File: src/rtl/hazard_forward_unit.sv
// EX-stage operand-forwarding selects and load-use stall detection, driven by a
// private shadow of the EX/MEM/WB destination-register info fed from decode.
module hazard_forward_unit #(
    parameter int REG_W = 5,
    parameter int CNT_W = 16
) (
    input  logic             clk,
    input  logic             rst_n,
    input  logic             id_valid,
    input  logic [REG_W-1:0] id_rs,
    input  logic [REG_W-1:0] id_rt,
    input  logic             id_uses_rs,
    input  logic             id_uses_rt,
    input  logic             id_regwrite,
    input  logic             id_memread,
    input  logic [REG_W-1:0] id_wreg,
    input  logic             flush,
    output logic [1:0]       fwd_a,
    output logic [1:0]       fwd_b,
    output logic             stall,
    output logic [CNT_W-1:0] stall_cnt
);

    typedef struct packed {
        logic             valid;
        logic [REG_W-1:0] rs;
        logic [REG_W-1:0] rt;
        logic             uses_rs;
        logic             uses_rt;
        logic             regwrite;
        logic             memread;
        logic [REG_W-1:0] wreg;
    } rec_t;

    rec_t             id_rec;
    rec_t             ex_q, ex_d;
    rec_t             mem_q, wb_q;
    logic [CNT_W-1:0] stall_cnt_q, stall_cnt_d;

    // A producer matches when it is live, writes a non-zero register equal to src.
    function automatic logic hit(input rec_t p, input logic [REG_W-1:0] src);
        return p.valid && p.regwrite && (p.wreg != '0) && (p.wreg == src);
    endfunction

    // A matching load in MEM yields 00: its data is not ready yet.
    function automatic logic [1:0] sel(input logic use_op, input logic [REG_W-1:0] src,
                                       input rec_t m, input rec_t w);
        logic [1:0] s;
        s = 2'b00;
        if (use_op) begin
            if (hit(m, src))      s = m.memread ? 2'b00 : 2'b10;
            else if (hit(w, src)) s = 2'b01;
        end
        return s;
    endfunction

    always_comb begin
        id_rec          = '0;
        id_rec.valid    = id_valid;
        id_rec.rs       = id_rs;
        id_rec.rt       = id_rt;
        id_rec.uses_rs  = id_uses_rs;
        id_rec.uses_rt  = id_uses_rt;
        id_rec.regwrite = id_regwrite;
        id_rec.memread  = id_memread;
        id_rec.wreg     = id_wreg;
    end

    always_comb begin
        stall = ex_q.valid && ex_q.memread && ex_q.regwrite && (ex_q.wreg != '0) && id_valid &&
                ((id_uses_rs && (id_rs == ex_q.wreg)) || (id_uses_rt && (id_rt == ex_q.wreg)));
        ex_d  = (flush || stall) ? rec_t'('0) : id_rec;
        stall_cnt_d = stall_cnt_q;
        if (stall && (stall_cnt_q != '1)) stall_cnt_d = stall_cnt_q + CNT_W'(1);
    end

    always_ff @(posedge clk or negedge rst_n) begin
        if (!rst_n) begin
            ex_q        <= '0;
            mem_q       <= '0;
            wb_q        <= '0;
            stall_cnt_q <= '0;
        end else begin
            ex_q        <= ex_d;
            mem_q       <= ex_q;
            wb_q        <= mem_q;
            stall_cnt_q <= stall_cnt_d;
        end
    end

    assign fwd_a     = sel(ex_q.valid && ex_q.uses_rs, ex_q.rs, mem_q, wb_q);
    assign fwd_b     = sel(ex_q.valid && ex_q.uses_rt, ex_q.rt, mem_q, wb_q);
    assign stall_cnt = stall_cnt_q;

    // Source-side fields of the older records are carried for visibility only.
    logic unused_fields;
    assign unused_fields = ^{mem_q.rs, mem_q.rt, mem_q.uses_rs, mem_q.uses_rt,
                             wb_q.rs, wb_q.rt, wb_q.uses_rs, wb_q.uses_rt, wb_q.memread};

endmodule

File: config.mk
export PLATFORM = sky130hd
export DESIGN_NAME = hazard_forward_unit
export DESIGN_NICKNAME = d
export VERILOG_FILES = /design/src/rtl/hazard_forward_unit.sv
export SDC_FILE = /design/constraint.sdc
export NUM_CORES = 1
export LEC_CHECK = 0
export BUFFER_PORTS_ARGS = -buffer_cell sky130_fd_sc_hd__buf_2
export CORE_UTILIZATION = 25
export CTS_CLUSTER_DIAMETER = 150
export DETAILED_ROUTE_END_ITERATION = 10
export GPL_TIMING_DRIVEN = 0
export PLACE_DENSITY = 0.52
export SETUP_SLACK_MARGIN = 0.3
export SLEW_MARGIN = 20
export SYNTH_ARGS = -nofsm -noshare
export SYNTH_HDL_FRONTEND = slang
export SYNTH_SLANG_ARGS = --single-unit
File: constraint.sdc
create_clock -name clk -period 2.7 [get_ports clk]
set_input_delay 0.54 -clock clk [delete_from_list [all_inputs] [get_ports clk]]
set_output_delay 0.54 -clock clk [all_outputs]
set_load 0.02 [all_outputs]
Word level (Yosys, flattened, before mapping)
Index checks and enable logic that the tools add are counted.

Register bits: 51. Output and inout port bits: 21. Word-level logic and storage cells: 55.

Add/sub/neg operators: 1. Eq/ne operators: 7. Multiplexer cells: 8. Reductions and logical operators: 23.

Operator list (count): $eq A5 B5 Y1 (6); $mux W20 (1); $logic_and A1 B1 Y1 (18); $add A16 B1 Y16 const B (1); $ne A16 B16 Y1 const B (1); $reduce_bool A5 Y1 (3); $mux W2 (5); $logic_or A1 B1 Y1 (2); $mux W1 (2).

Longest topological paths before layout
Word-level depth: 7. Depth in mapped cells: 6. Gate-level depth less buffers: 6.

Worst setup path after synthesis
No wires, ideal clock.

Path type: reg-to-output. From: register mem_q[1] in the netlist's numbering. To: output fwd_b[0]. Arrival time: 1706 ps. Required time: 2160 ps. Setup slack: 454 ps. Cell stages (with the launch flop): 5. Buffers on the path: 0. Cell sequence: dfrtp_1 > or4_1 > o211ai_1 > nor4_1 > nor3_1.

Longest elaborated chain between the ends: 5. Elaborated cells on any way between the ends: 6. Those cells by class: eq/ne: 1; mux: 2; reduce/logical: 3.

RTL lines: start, declared (line 37) `rec_t mem_q, wb_q;`; start signal, assigned (line 85) `mem_q <= ex_q;`; $reduce_bool A5 Y1 (line 42) `return p.valid && p.regwrite && (p.wreg != '0) && (p.wreg == src);`; $logic_and A1 B1 Y1 (line 42); $logic_and A1 B1 Y1 (*) (line 42); $mux W2 (*) (line 51) `if (hit(m, src)) s = m.memread ? 2'b00 : 2'b10;`; $mux W2 (*) (line 50) `if (use_op) begin`; end, declared (line 19) `output logic [1:0] fwd_b,`.

Mark *: on every way between the ends. The rest lies on a longest branch, timed or not.

Worst setup path after layout
From: register mem_q[2] in the netlist's numbering. To: output fwd_a[0].

Longest elaborated chain between the ends: 5. Elaborated cells on any way between the ends: 6. Those cells by class: eq/ne: 1; mux: 2; reduce/logical: 3.

RTL lines: $reduce_bool A5 Y1 (line 42); $logic_and A1 B1 Y1 (line 42); $logic_and A1 B1 Y1 (*) (line 42); $mux W2 (*) (line 51); $mux W2 (*) (line 50); end, declared (line 18) `output logic [1:0] fwd_a,`.

Marks and branches as above.

==> impl_results.md <==
- Post-layout util: 31.9%
- Largest net degree at the start of global routing: 52
- Top post-synthesis cells by count: 51 x dfrtp_1, 23 x xor2_1, 21 x xnor2_1
- RSZ-0062 raised after global routing: yes
- Antenna diodes: 0
- Avg Cell Area, Syn: 12.2 sq um
- Ys async rst share: 100%
- P per Cell Area: 499 mW/mm^2
- Max transition margin: 57.4%
- Reg2Reg Capture Point: stall_cnt[1]$_DFFE_PN0P_
- MaxCap Viol Count: 0
- Number of global-route vias before repair: roughly 1500
- Antenna-violating nets left: 0
- CP max stage delay: 0.52 ns
- DR WL/cell: 13.7 um
- Area Growth Syn to Fin: 23.5%
- Post-synth top flop: dfrtp_1
- EDFF count, synth: 0
- Reg2Reg Setup Slack: between 0.5 and 0.6 ns
- First-pass GRT wire length: 7.96 mm
- Final setup fails: 0
- Slew Viols, Final: 0
- Crit path time final: approximately 2.4 ns
- Fin worst setup slack: 0.252 ns
- Post-DP HPWL: 3.61 mm
- Final Hold Vio Count: 0
- Worst hold path class: input pin to asynchronous set/reset pin
- CTS clk-pin slew, worst paths: 0.10 ns
- Post-DR vias/cell: roughly 4.4
- Clock Tree Buf Depth: 2
- Clk sinks: 51
- Critical Path Fanout Max: 2
- GR Overflow Total: 0
- DR vias: approximately 1500
- Leading area contributor after synthesis: dfrtp_1
- CTS tree: yes
- Placer Congestion: 0.762
- CP Class: flip-flop to primary output
- Chip Height: approximately 97 um
- Fin crit share: 90.7%
- Total track usage: a little over a tenth
- Die width: 96.9 um
- Crit path DAT: 1.91 ns
- Synthesized instance count: 184
- CP max-delay cell: or4_1
- Top cell type's share of synthesized area: 56.6%
- FF+latch count, synth: 51
- Final setup TNS: 0 ns
- Clock skew: 0.00692 ns
- P_leak: 0.00133 uW
- Nets: 263
- Mapped Area: 0.00225 sq mm
- CP bufs+invs: 1
- Max Fclk: between 0.4 and 0.5 GHz
- Worst-case vdd ir drop: 301 uV
- Die ar.: 0.00940 sq mm
- IO buf count: 43
- Syn nets: 208
- Worst slack, placed: between 0.3 and 0.4 ns
- Seq/Total Area, Yosys: 56.6%
- Worst path cell trace: or4_1 -> o211ai_1 -> nor4_1 -> nor3_1 -> buf_2
- Yosys warnings: 0
- Status: finished, final reports clean
- Drc violations: 0
- Crit-path leading delay family: simple AND/OR/NAND/NOR gates
- CTS Buf Count: 5
- CTS Root Cell: clkbuf_8
- Worst reg-to-reg path cell count: 6
- # fillers: 910
- Worst Tran Pin Value: 0.638 ns
- Yosys cell types: 35
- Initial antenna violation count: 0
- Top Ports: 44
- Clock Latency Late Sink: 0.31 ns
- Cell with the most instances after synthesis: dfrtp_1
- Share of layout cells above drive strength 1: 30.4%
- Starting Density: 25.8%
- Pre-Repair DR Iteration Count: 3
- Startpoint types: flip-flop
- H-tree depth: 2
- Routed wire length: 4.76 mm
- DR iter-0 viols: 46
- Core Area: 0.00872 sq mm
- Worst EP required: 2.16 ns
- Reg-to-Reg Start: stall_cnt[0]$_DFFE_PN0P_
- Largest cells by area after synthesis: dfrtp_1 57%, xor2_1 8.9%, xnor2_1 8.2%
- Worst setup EP type: primary output
- Row count: 34
layout by cell type, fill, tap and decap left out, drive strengths merged:
cell type	Yosys	routed
buf	1	49
and4	2	2
nor3	6	6
nor2	4	4
dfrtp	51	51
xnor2	21	21
inv	3	5
ha	1	1
clkbuf	2	7
nand4	7	7
nor4b	3	3
and2	20	20
o21a	1	1
o311a	1	1
clkinvlp	0	1
nor4	7	7
mux2	1	1
o211ai	2	2
and4b	2	2
o21ai	2	2
a21oi	1	1
or4	4	4
a31oi	1	1
nand3	8	8
nand2	5	5
nor4bb	1	1
a41oi	1	1
o22ai	1	1
nor3b	1	1
xor2	23	23
o22a	1	1
how the worst max path moves through the flow:
stage | slack (ns) | cells after the start | start | to
after floorplan | 0.45 | 4 | mem_q[1]$_DFF_PN0_ | fwd_b[0]
after global placement | 0.40 | 7 | id_rt[0] | stall
after detailed placement | 0.38 | 7 | id_rt[1] | stall
after CTS | 0.21 | 5 | mem_q[2]$_DFF_PN0_ | fwd_a[0]
after global routing | 0.14 | 5 | mem_q[1]$_DFF_PN0_ | fwd_a[0]
final | 0.25 | 5 | mem_q[2]$_DFF_PN0_ | fwd_a[0]
what timing repair did:
action | in CTS | in global routing
hold buffers | 0 | 0
setup buffers | 3 | 2
setup endpoints to repair | 5 | 5
gates resized for setup | 5 | 8
pin swaps | 2 | 3
cloned | 0 | 0
area by class of cell:
class / instances / area [sq um] / share of cell area, %
clock buffers: 5 / 68.8 / 2.47
flip-flops and latches: 51 / 1280 / 46.0
repair buffers: 48 / 262 / 9.39
inverters: 3 / 11.3 / 0.404
multi-input cells: 127 / 987 / 35.5
well taps: 108 / 135 / 4.85
clock inverters: 3 / 25.0 / 0.899
plain buffers: 3 / 15.0 / 0.539
registers in the layout, indices dropped and copies added (netlist names):
name and cells:
wb_q 7, ex_q 20, mem_q 8, stall_cnt 16
layer usage:
layer / up-vias / part of all wire, % / global-route usage (%)
met2: 26 / 48 / 16.9
met5: - / 0 / 0
met4: 0 / 0.97 / 3.10
met3: 4 / 3.0 / 1.88
li1: 752 / - / -
met1: 737 / 48 / 14.6
metrics by stage:
stage               instances  total power (uW)  hold slack (ns)  area (sq um)
floorplan                 184               888            0.244          2250
global placement          335               943            0.357          2600
detailed placement        335               943            0.365          2610
CTS                       346              1410            0.273          2730
global route              348              1460            0.298          2780
finish                    348              1390            0.247          2780
kinds of logic (layout without fill, tap and decap cells):
kind of cell / count (synthesis) / after routing / synth area share, %
DFF: 51 / 51 / 56.6
and+or+nand+nor: 70 / 70 / 20.0
buffers and inverters: 6 / 62 / 1.05
xor gates and xnor gates: 44 / 44 / 17.1
AOI/OAI and AO/OA: 11 / 11 / 4.00
muxes: 1 / 1 / 0.666
adders and majority gates: 1 / 1 / 0.555
report_power, final:
group	leakage (uW)	switching [uW]	internal [uW]
Combinational	0.000618	57.5	60.0
Clock	0.0000452	264	189
Sequential	0.000665	27.2	791
Total	0.00133	349	1040
Note: power is estimated with default switching activity, not from simulation.
